**src/rtl/sram_ctrl.sv**
```systemverilog
// rtl/sram_ctrl.sv - single-port SRAM command/response controller; optional range check via SRAM_CTRL_ADDR_CHK_EN
module sram_ctrl #(
    parameter int DP = 512,
    parameter int DW = 32,
    parameter int MW = 4,
    parameter int AW = 32
) (
    input  logic          clk,
    input  logic          rst_n,
    input  logic          cmd_valid,
    output logic          cmd_ready,
    input  logic          cmd_read,
    input  logic [AW-1:0] cmd_addr,
    input  logic [DW-1:0] cmd_wdata,
    input  logic [MW-1:0] cmd_wmask,
    output logic          rsp_valid,
    input  logic          rsp_ready,
    output logic [DW-1:0] rsp_rdata,
    output logic          rsp_err,
    output logic [DW-1:0] ram_din,
    output logic [AW-1:0] ram_addr,
    output logic          ram_we,
    output logic [MW-1:0] ram_wem,
    input  logic [DW-1:0] ram_dout
);
    localparam int OFF = $clog2(MW);
    localparam int IW  = $clog2(DP);

    typedef enum logic {
        IDLE = 1'b0,
        RSP  = 1'b1
    } state_e;

    state_e        state_q, state_d;
    logic [AW-1:0] last_raddr_q, last_raddr_d;
    logic          rsp_is_read_q, rsp_is_read_d;
    logic          rsp_err_q, rsp_err_d;

    logic          accept;
    logic          hit;
    logic [AW-1:0] word_idx;
    logic [AW-1:0] ram_idx;

    assign word_idx = cmd_addr >> OFF;

`ifdef SRAM_CTRL_ADDR_CHK_EN
    // Out-of-range commands are answered with an error and never reach the SRAM.
    assign hit     = (word_idx < AW'(DP));
    assign ram_idx = word_idx;
`else
    logic unused_idx_bits;
    // Without the check the index simply wraps onto the physical depth.
    assign hit             = 1'b1;
    assign ram_idx         = {{(AW-IW){1'b0}}, word_idx[IW-1:0]};
    assign unused_idx_bits = ^word_idx[AW-1:IW];
`endif

    // A new command can enter whenever the response slot is empty or being drained now.
    assign cmd_ready = (state_q == IDLE) | rsp_ready;
    assign accept    = cmd_valid & cmd_ready & rst_n;

    assign rsp_valid = (state_q == RSP);
    assign rsp_err   = rsp_err_q;
    // ram_dout holds the last read, so a stalled read response stays stable.
    assign rsp_rdata = rsp_is_read_q ? ram_dout : '0;

    // SRAM port: command drives it on accept, otherwise park on the last read index.
    always_comb begin
        ram_we   = 1'b0;
        ram_wem  = '0;
        ram_din  = '0;
        ram_addr = last_raddr_q;
        if (accept && hit) begin
            ram_addr = ram_idx;
            ram_we   = ~cmd_read;
            ram_wem  = cmd_wmask;
            ram_din  = cmd_wdata;
        end
    end

    // Next state: accept loads a fresh response; a drained response with no accept empties the slot.
    always_comb begin
        state_d       = state_q;
        last_raddr_d  = last_raddr_q;
        rsp_is_read_d = rsp_is_read_q;
        rsp_err_d     = rsp_err_q;
        if (accept) begin
            state_d       = RSP;
            rsp_is_read_d = cmd_read & hit;
            rsp_err_d     = ~hit;
            if (cmd_read && hit) begin
                last_raddr_d = ram_idx;
            end
        end else if (state_q == RSP && rsp_ready) begin
            state_d = IDLE;
        end
    end

    // State registers; reset drops any pending response.
    always_ff @(posedge clk or negedge rst_n) begin
        if (!rst_n) begin
            state_q       <= IDLE;
            last_raddr_q  <= '0;
            rsp_is_read_q <= 1'b0;
            rsp_err_q     <= 1'b0;
        end else begin
            state_q       <= state_d;
            last_raddr_q  <= last_raddr_d;
            rsp_is_read_q <= rsp_is_read_d;
            rsp_err_q     <= rsp_err_d;
        end
    end

endmodule

```
**config.mk**
```make
export PLATFORM = sky130hd
export DESIGN_NAME = sram_ctrl
export DESIGN_NICKNAME = d
export VERILOG_FILES = /design/src/rtl/sram_ctrl.sv
export SDC_FILE = /design/constraint.sdc
export NUM_CORES = 1
export LEC_CHECK = 0
export BUFFER_PORTS_ARGS = -buffer_cell sky130_fd_sc_hd__buf_2
export CORE_AREA = 2 2 81 83
export DETAILED_ROUTE_END_ITERATION = 7
export DIE_AREA = 0 0 83 85
export GPL_ROUTABILITY_DRIVEN = 0
export PLACE_DENSITY = 0.74
export SYNTH_ARGS = -nofsm -noshare
export SYNTH_HDL_FRONTEND = slang
export SYNTH_SLANG_ARGS = --single-unit
export TNS_END_PERCENT = 100
```
**constraint.sdc**
```tcl
create_clock -name clk -period 2.41 [get_ports clk]
set_input_delay 0.241 -clock clk [delete_from_list [all_inputs] [get_ports clk]]
set_output_delay 0.241 -clock clk [all_outputs]
set_load 0.005 [all_outputs]
```
==> results.json, run 1 <==
{
  "status": "finished clean",
  "crit_fanout": 23,
  "syn-cell-area_mm2": 0.00127,
  "syn-instance-count": 138,
  "use_met3": 0.0204,
  "r2r_setup_slack_ns": 1.01,
  "startpoint_type": "input port",
  "cts_tree": "built",
  "antennaDiodeCount": 0,
  "core_mm2": 0.00620,
  "num_rows": 29,
  "r2r_end": "rsp_is_read_q",
  "synthTopCellsByArea": "and2_1, dfrtp_1, buf_4",
  "multi_input_area_um2": 815,
  "setup_tns_ns": 0,
  "grt_pass1_wl_um": 5610,
  "tightest_slew_ns": 0.640,
  "drive_gt1_frac": 0.634,
  "yosys.area_share.adder": 0,
  "nFillCells": 664,
  "path_common_cell": "buf_2",
  "syn_avg_cell_area_um2": 9.20,
  "portBuffers": 161,
  "clk_path_buf_depth": 2,
  "final_area_mm2": 0.00207,
  "cts_resized": 0,
  "endpoint_kind": "output port",
  "die_h_um": 85,
  "power_density_mw_per_mm2": 385,
  "synth_compound_area_frac": 0.00394,
  "finalPower_w": 0.000799,
  "met1_usage": 0.105,
  "io_pins": 209,
  "initial_utilization": 0.205,
  "grt_remaining_overflow": 0,
  "ctsHoldBuffers": 1,
  "synth_top_area_frac": 0.335,
  "yosysUniqueCellTypes": 17,
  "drc": 0,
  "ys_ff_latch": 11,
  "antenna_found_initial": 0,
  "die-area_mm2": 0.00706,
  "grt_busiest_layer": "met2",
  "critPathCapture": "ram_din[16]",
  "die_x_um": 83,
  "wirelength_um": 3790,
  "cp_num_buf_inv": 4,
  "fmax_ghz": 0.452,
  "slowest_delay_ns": 0.53,
  "cp.depth": 7,
  "vias_per_cell": 3.72,
  "layout.area.seq_um2": 275,
  "nets": 404,
  "path_cells": "dlygate4sd3_1, buf_2, nand2_2, nor2b_4, buf_4, and2_1, buf_2",
  "hp-start": "cmd_addr[9]",
  "cp.required_ns": 2.17,
  "hold_class": "input port to flop",
  "num_vias": 1394,
  "syn_to_final_growth_pct": 63.3,
  "slew_violations": 0,
  "critPathTopFamily": "buffers and inverters",
  "finalWorstSetupSlack_ns": 0.200,
  "whs_ns": 0.248,
  "clkSinkCount": 11,
  "r2r_start": "rsp_valid",
  "cts_made_buffers": 3,
  "synth_simple_gate_area_frac": 0.386,
  "cp.arrival_ns": 1.97,
  "ys_seq_area_frac": 0.217,
  "synth_top_family_by_area": "simple AND/OR/NAND/NOR gates",
  "grt_use_met2": 0.179,
  "synth_top_cell_by_area": "and2_1",
  "synthMuxAreaShare": 0.180,
  "postCtsSetupRepairBufs": 0,
  "fin_crit_ns": 2.21,
  "drv_cap": 0,
  "period_share": 0.917,
  "htreeDepth": 1,
  "synth_xor_area_frac": 0,
  "leakagePower_nw": 1.29,
  "cp-startpoint": "rst_n",
  "clk_root_buffer_cell": "clkbuf_8",
  "wl_per_cell_um": 10.1,
  "clk_pin_slew_worst_paths_ns": 0.05,
  "dp_hpwl_um": 3320,
  "final-setup-viol-count": 0,
  "dp_slack_ns": 0.616,
  "place_area_mm2": 0.00202,
  "cpMaxStageDelayCell": "dlygate4sd3_1",
  "hold_viol_final": 0,
  "rsz0062_at_grt": "false",
  "relSlewSlack": 0.573,
  "ir_drop_uv": 380,
  "grt_pass1_vias": 1252,
  "dr.pass1.iters": 4,
  "yosysWarnings": 0,
  "clk_latency_ns": 0.24,
  "ant_nets": 0,
  "grt.total_usage": 0.0937,
  "worstRegToRegCells": 4,
  "grt_max_degree": 34,
  "drt_iter0_drc": 12,
  "setup.worst_path.class": "input port to output port",
  "skew_ns": 0.000549
}
-- sequential cells by signal, indices dropped and copies added, names as in the netlist --
register	count
last_raddr_q	9
rsp_is_read_q	1
rsp_valid	1
-- power by group --
| part | switching (W) | internal (W) | total [W] |
|---|---|---|---|
| combinational | 0.000134 | 0.000226 | 0.000360 |
| clock | 0.0000704 | 0.000116 | 0.000187 |
| sequential | 0.0000324 | 0.000220 | 0.000253 |
-- per-stage QoR --
stage                      util  std cells
after CTS                 0.334        375
final                     0.334        375
after global placement    0.325        370
after floorplan               -        161
after global routing      0.334        375
after detailed placement  0.325        370
-- area by class of cell --
cell class,instances,share of cell area
Tap cell,77,0.0465
Multi-Input combinational cell,117,0.393
Timing Repair Buffer,165,0.404
Inverter,1,0.00181
Sequential cell,11,0.133
Clock buffer,4,0.0217
-- how the worst min path moves through the flow --
stage	cells past startpoint	endpoint	slack, ns
finish	2	last_raddr_q[7]	0.25
CTS	2	last_raddr_q[0]	0.25
global placement	2	last_raddr_q[8]	0.21
detailed placement	2	rsp_valid	0.21
global route	2	last_raddr_q[0]	0.25
floorplan	0	last_raddr_q[0]	-0.05
-- cell usage after synthesis (all sizes together) --
cell and instances:
conb 1, buf 29, nand2 2, inv 1
nand2b 1, nor2b 2, o21ai 1, clkbuf 3
mux2 18, dfrtp 11, nand4 1, and2 68
-- metal layers --
metal | vias up | wire (um)
met5 | - | 0
met4 | 0 | 16
met3 | 2 | 349
met2 | 90 | 1960
met1 | 602 | 1470
li1 | 700 | -
-- cell usage in the layout (no fill, tap or decap) --
cell           count
nand4_4            1
nand2_2            1
nor2b_4            1
and2_1            68
conb_1            24
inv_1              1
dlygate4sd3_1      1
mux2_4             7
dfrtp_1           11
o21ai_1            1
clkbuf_8           3
nand2b_4           1
mux2_2            11
nand2_1            1
buf_4              3
buf_2            161
clkbuf_1           1
nor2b_1            1
-- cell families (layout without fill, tap and decap cells) --
family | count (synthesis) | in the layout
compound gates | 1 | 1
mux | 18 | 18
flops | 11 | 11
other cells | 1 | 24
simple gates | 74 | 74
buf+inv | 33 | 170
Power figures use the tool's default switching activity.
==> inputs of run 2 (changes only) <==
- SETUP_SLACK_MARGIN: unset -> 0.5
==> results.json, run 2 (synthesis gave the netlist of run 1 again) <==
{
  "period_share": 0.753,
  "worstRegToRegCells": 5,
  "largest_reg_flops": 9,
  "die_h_um": 85,
  "io_pins": 209,
  "tightest_slew_ns": 0.640,
  "p_clk_frac": 0.228,
  "hp-start": "cmd_addr[9]",
  "relSlewSlack": 0.573,
  "antennaDiodeCount": 0,
  "top_register": "last_raddr_q",
  "cp.required_ns": 2.17,
  "vias_per_cell": 3.73,
  "grt.total_usage": 0.0950,
  "skew_ns": 0.000544,
  "grt_pass1_wl_um": 5690,
  "antenna_found_initial": 0,
  "drt_iter0_drc": 15,
  "slowest_delay_ns": 0.40,
  "min_to": "last_raddr_q[7]",
  "pwr-share-seq": 0.313,
  "nets": 409,
  "setup.worst_path.class": "flop to output port",
  "rsz0062_at_grt": "false",
  "cp.arrival_ns": 1.57,
  "hold_depth": 2,
  "cp-startpoint": "rsp_valid",
  "crit_fanout": 5,
  "ant_nets": 0,
  "clkSinkCount": 11,
  "r2r_end": "rsp_is_read_q",
  "grt_pass1_vias": 1273,
  "clk_root_buffer_cell": "clkbuf_8",
  "htreeDepth": 1,
  "cp_num_buf_inv": 2,
  "r2r_start": "rsp_valid",
  "wl_per_cell_um": 10.1,
  "startpoint_type": "flop",
  "clk_latency_ns": 0.24,
  "drc": 0,
  "cts_tree": "built",
  "ir_drop_uv": 376,
  "slew_violations": 0,
  "cpMaxStageDelayCell": "dfrtp_1",
  "cts_made_buffers": 3,
  "dp_hpwl_um": 3320,
  "endpoint_kind": "output port",
  "portBuffers": 161,
  "clk_pin_slew_worst_paths_ns": 0.05,
  "fin_crit_ns": 1.82,
  "drv_cap": 0,
  "whs_ns": 0.249,
  "wirelength_um": 3830,
  "hold_class": "input port to flop",
  "dp.cells": 370,
  "layout.cells.most_common": "buf_2",
  "status": "finished clean",
  "final-setup-viol-count": 0,
  "grt_max_degree": 34,
  "clk_path_buf_depth": 2,
  "path_cells": "nand2b_4, nor2b_4, buf_12, mux2_2, buf_2",
  "core_mm2": 0.00620,
  "dr.pass1.iters": 4,
  "grt_remaining_overflow": 0,
  "cts_resized": 0,
  "critPathTopFamily": "flip-flops",
  "num_vias": 1416,
  "fin_cells": 380,
  "fmax_ghz": 0.551,
  "initial_utilization": 0.205,
  "r2r_setup_slack_ns": 1.21,
  "num_rows": 29,
  "die-area_mm2": 0.00706,
  "leakagePower_nw": 1.32,
  "drive_gt1_frac": 0.640,
  "swShare": 0.293,
  "combinationalPowerShare": 0.458,
  "p_switching_w": 0.000236,
  "syn_to_final_growth_pct": 67.2,
  "hold_viol_final": 0,
  "intPower_w": 0.000570,
  "die_x_um": 83,
  "final_cell_mix": "buf_2, and2_1, conb_1, mux2_2, dfrtp_1",
  "power_density_mw_per_mm2": 380,
  "setup_tns_ns": 0
}
==> run 2: area by class of cell <==
cell class	instances	area, um2
inverter	1	3.75
sequential	11	275
tap	77	96.3
multi-input combinational	117	815
timing repair buffer	170	888
fill	660	4080
clock buffer	4	45.0
==> run 2: power by group through the flow <==
stage | clock (W) | combinational (W) | sequential (W)
2_1_floorplan | 0 | 0.000229 | 0.000238
3_3_place_gp | 0 | 0.000357 | 0.000253
3_5_place_dp | 0 | 0.000363 | 0.000256
4_1_cts | 0.000191 | 0.000376 | 0.000254
5_1_grt | 0.000201 | 0.000407 | 0.000260
6_report | 0.000184 | 0.000370 | 0.000253
==> run 2: timing repair <==
item,CTS,global route
endpoints found under the hold margin,11,0
setup buffers,5,0
endpoints found under the setup margin,38,0
hold buffers,1,0
==> run 2: per-layer routing <==
metal  GRT usage  share of wire  vias up
met3      0.0204          0.094        2
li1            -              -      708
met4      0.0253         0.0042        0
met1       0.106           0.38      613
met5           0              0        -
met2       0.182           0.52       93
==> run 2: how the worst max path moves through the flow <==
stage	end	slack [ns]	depth (start not counted)
6_report	ram_addr[6]	0.59	5
3_3_place_gp	ram_din[30]	0.65	5
2_1_floorplan	ram_addr[0]	1.03	4
5_1_grt	ram_addr[2]	0.54	5
3_5_place_dp	ram_din[30]	0.62	5
4_1_cts	ram_addr[4]	0.59	5
==> run 2: stage by stage <==
step | setup slack (ns) | area [um2] | utilization | total power, W
2_1_floorplan | 1.03 | 1360 | - | 0.000467
3_3_place_gp | 0.654 | 2020 | 0.325 | 0.000610
3_5_place_dp | 0.616 | 2020 | 0.325 | 0.000619
4_1_cts | 0.595 | 2120 | 0.342 | 0.000820
5_1_grt | 0.540 | 2120 | 0.342 | 0.000867
6_report | 0.594 | 2120 | 0.342 | 0.000806
==> inputs of run 3 (changes only) <==
- CORE_AREA: 2 2 81 83 -> 2 2 82 84
- DIE_AREA: 0 0 83 85 -> 0 0 84 86
- PLACE_DENSITY: 0.74 -> 0.72
- clock period: 2.41 -> 1.8 ns (I/O delays scaled with it)
==> results.json, run 3 (synthesis gave the netlist of run 1 again) <==
{
  "status": "finished clean",
  "portBuffers": 161,
  "clk_path_buf_depth": 2,
  "use_met3": 0.0135,
  "cts_made_buffers": 3,
  "combinationalPowerShare": 0.604,
  "cpMaxStageDelayCell": "dfrtp_1",
  "top_register": "last_raddr_q",
  "nets": 421,
  "die-area_mm2": 0.00722,
  "grt_remaining_overflow": 0,
  "fin_util": 0.443,
  "startpoint_type": "flop",
  "cp.required_ns": 1.62,
  "grt_use_met2": 0.200,
  "tightest_slew_ns": 0.509,
  "slew_violations": 0,
  "grt_pass1_wl_um": 6050,
  "grt.total_usage": 0.0987,
  "final-setup-viol-count": 0,
  "pwr-share-seq": 0.230,
  "fin_crit_ns": 1.75,
  "leakagePower_nw": 1.57,
  "finalPower_w": 0.00146,
  "p_switching_w": 0.000399,
  "period_share": 0.972,
  "clk_root_buffer_cell": "clkbuf_8",
  "drc": 0,
  "layout.cells.most_common": "buf_2",
  "cp.arrival_ns": 1.57,
  "wirelength_um": 4760,
  "rsz0062_at_grt": "true",
  "grt_max_degree": 20,
  "fmax_ghz": 0.572,
  "dp_hpwl_um": 3050,
  "setup.worst_path.class": "flop to output port",
  "ant_nets": 0,
  "syn_to_final_growth_pct": 119,
  "io_pins": 209,
  "drt_iter0_drc": 11,
  "crit_fanout": 6,
  "die_x_um": 84,
  "htreeDepth": 1,
  "final_cell_mix": "buf_2, buf_6, and2_4, and2_1, conb_1",
  "grt_busiest_layer": "met2",
  "num_vias": 1521,
  "skew_ns": 0.00334,
  "clkSinkCount": 11,
  "clk_latency_ns": 0.23,
  "antenna_found_initial": 0,
  "cts_tree": "built",
  "drive_gt1_frac": 0.794,
  "largest_reg_flops": 9,
  "hold_class": "input port to flop",
  "grt_pass1_vias": 1341,
  "core_mm2": 0.00628,
  "intPower_w": 0.00106,
  "path_cells": "nand2b_4, nor2b_4, buf_6, buf_12, mux2_4, buf_6",
  "hold_viol_final": 0,
  "die_h_um": 86,
  "met1_usage": 0.109,
  "power_density_mw_per_mm2": 523,
  "dr.pass1.iters": 4,
  "num_rows": 29,
  "ir_drop_uv": 564,
  "drv_cap": 0,
  "swShare": 0.274,
  "endpoint_kind": "output port",
  "initial_utilization": 0.202,
  "path_common_cell": "buf_6",
  "critPathTopFamily": "flip-flops",
  "relSlewSlack": 0.660,
  "p_clk_frac": 0.166,
  "antennaDiodeCount": 0,
  "wl_per_cell_um": 12.1,
  "clk_pin_slew_worst_paths_ns": 0.05,
  "setup_tns_ns": 0,
  "vias_per_cell": 3.88,
  "cp_num_buf_inv": 3,
  "slowest_delay_ns": 0.40
}
-- run 3: cell types whose count changed in the layout (fill, tap and decap cells not counted), moves of 2 or more --
| cell | before | now |
|---|---|---|
| and2_1 | 68 | 26 |
| and2_4 | 0 | 42 |
| buf_16 | 0 | 2 |
| buf_2 | 161 | 111 |
| buf_6 | 0 | 55 |
| buf_8 | 0 | 2 |
| clkbuf_16 | 0 | 3 |
| mux2_2 | 11 | 9 |
| mux2_4 | 7 | 9 |
-- run 3: final cells by class --
type                            count  area, um2
Fill cell                         613       3490
Timing Repair Buffer              182       1430
Multi-Input combinational cell    117        930
Sequential cell                    11        279
Tap cell                           77       96.3
Clock buffer                        4       45.0
Inverter                            1       3.75
-- run 3: metal layers --
metal / vias up / wire length, um
li1: 736 / -
met5: - / 0
met2: 78 / 2830
met4: 0 / 0
met3: 0 / 288
met1: 707 / 1640
-- run 3: metrics by stage --
step                hold slack (ns)  cells  area, um2  worst slack [ns]
floorplan                    -0.116    161       1360             0.478
global placement              0.154    370       2040             0.317
detailed placement            0.154    370       2040             0.293
CTS                           0.192    387       2330            0.0483
global route                  0.204    392       2780           -0.0238
finish                        0.196    392       2780            0.0511
-- run 3: power groups by stage --
stage / Combinational [W] / Sequential [W] / Clock (W)
after floorplan: 0.000312 / 0.000319 / 0
after global placement: 0.000484 / 0.000339 / 0
after detailed placement: 0.000490 / 0.000345 / 0
after CTS: 0.000634 / 0.000324 / 0.000248
after global routing: 0.000946 / 0.000343 / 0.000260
final: 0.000880 / 0.000335 / 0.000242
-- run 3: final timing paths --
kind                       depth (start not counted)               to             from  slack, ns
max                                                6      ram_addr[2]        rsp_valid       0.05
min                                                2  last_raddr_q[6]      cmd_addr[8]       0.20
max reg2reg                                        4  last_raddr_q[1]        rsp_valid       0.57
min reg2reg                                        1  last_raddr_q[2]  last_raddr_q[2]       0.50
max in group asynchronous                          3    rsp_is_read_q            rst_n       0.82
min in group asynchronous                          3  last_raddr_q[3]            rst_n       0.60
-- run 3: timing repair --
action,4_1_cts,5_1_grt
buffers inserted,10,2
resized for setup,23,86
cloned,2,3
pin swaps,2,1
endpoints found under the hold margin,11,0
hold buffers,1,0
endpoints found under the setup margin,78,88
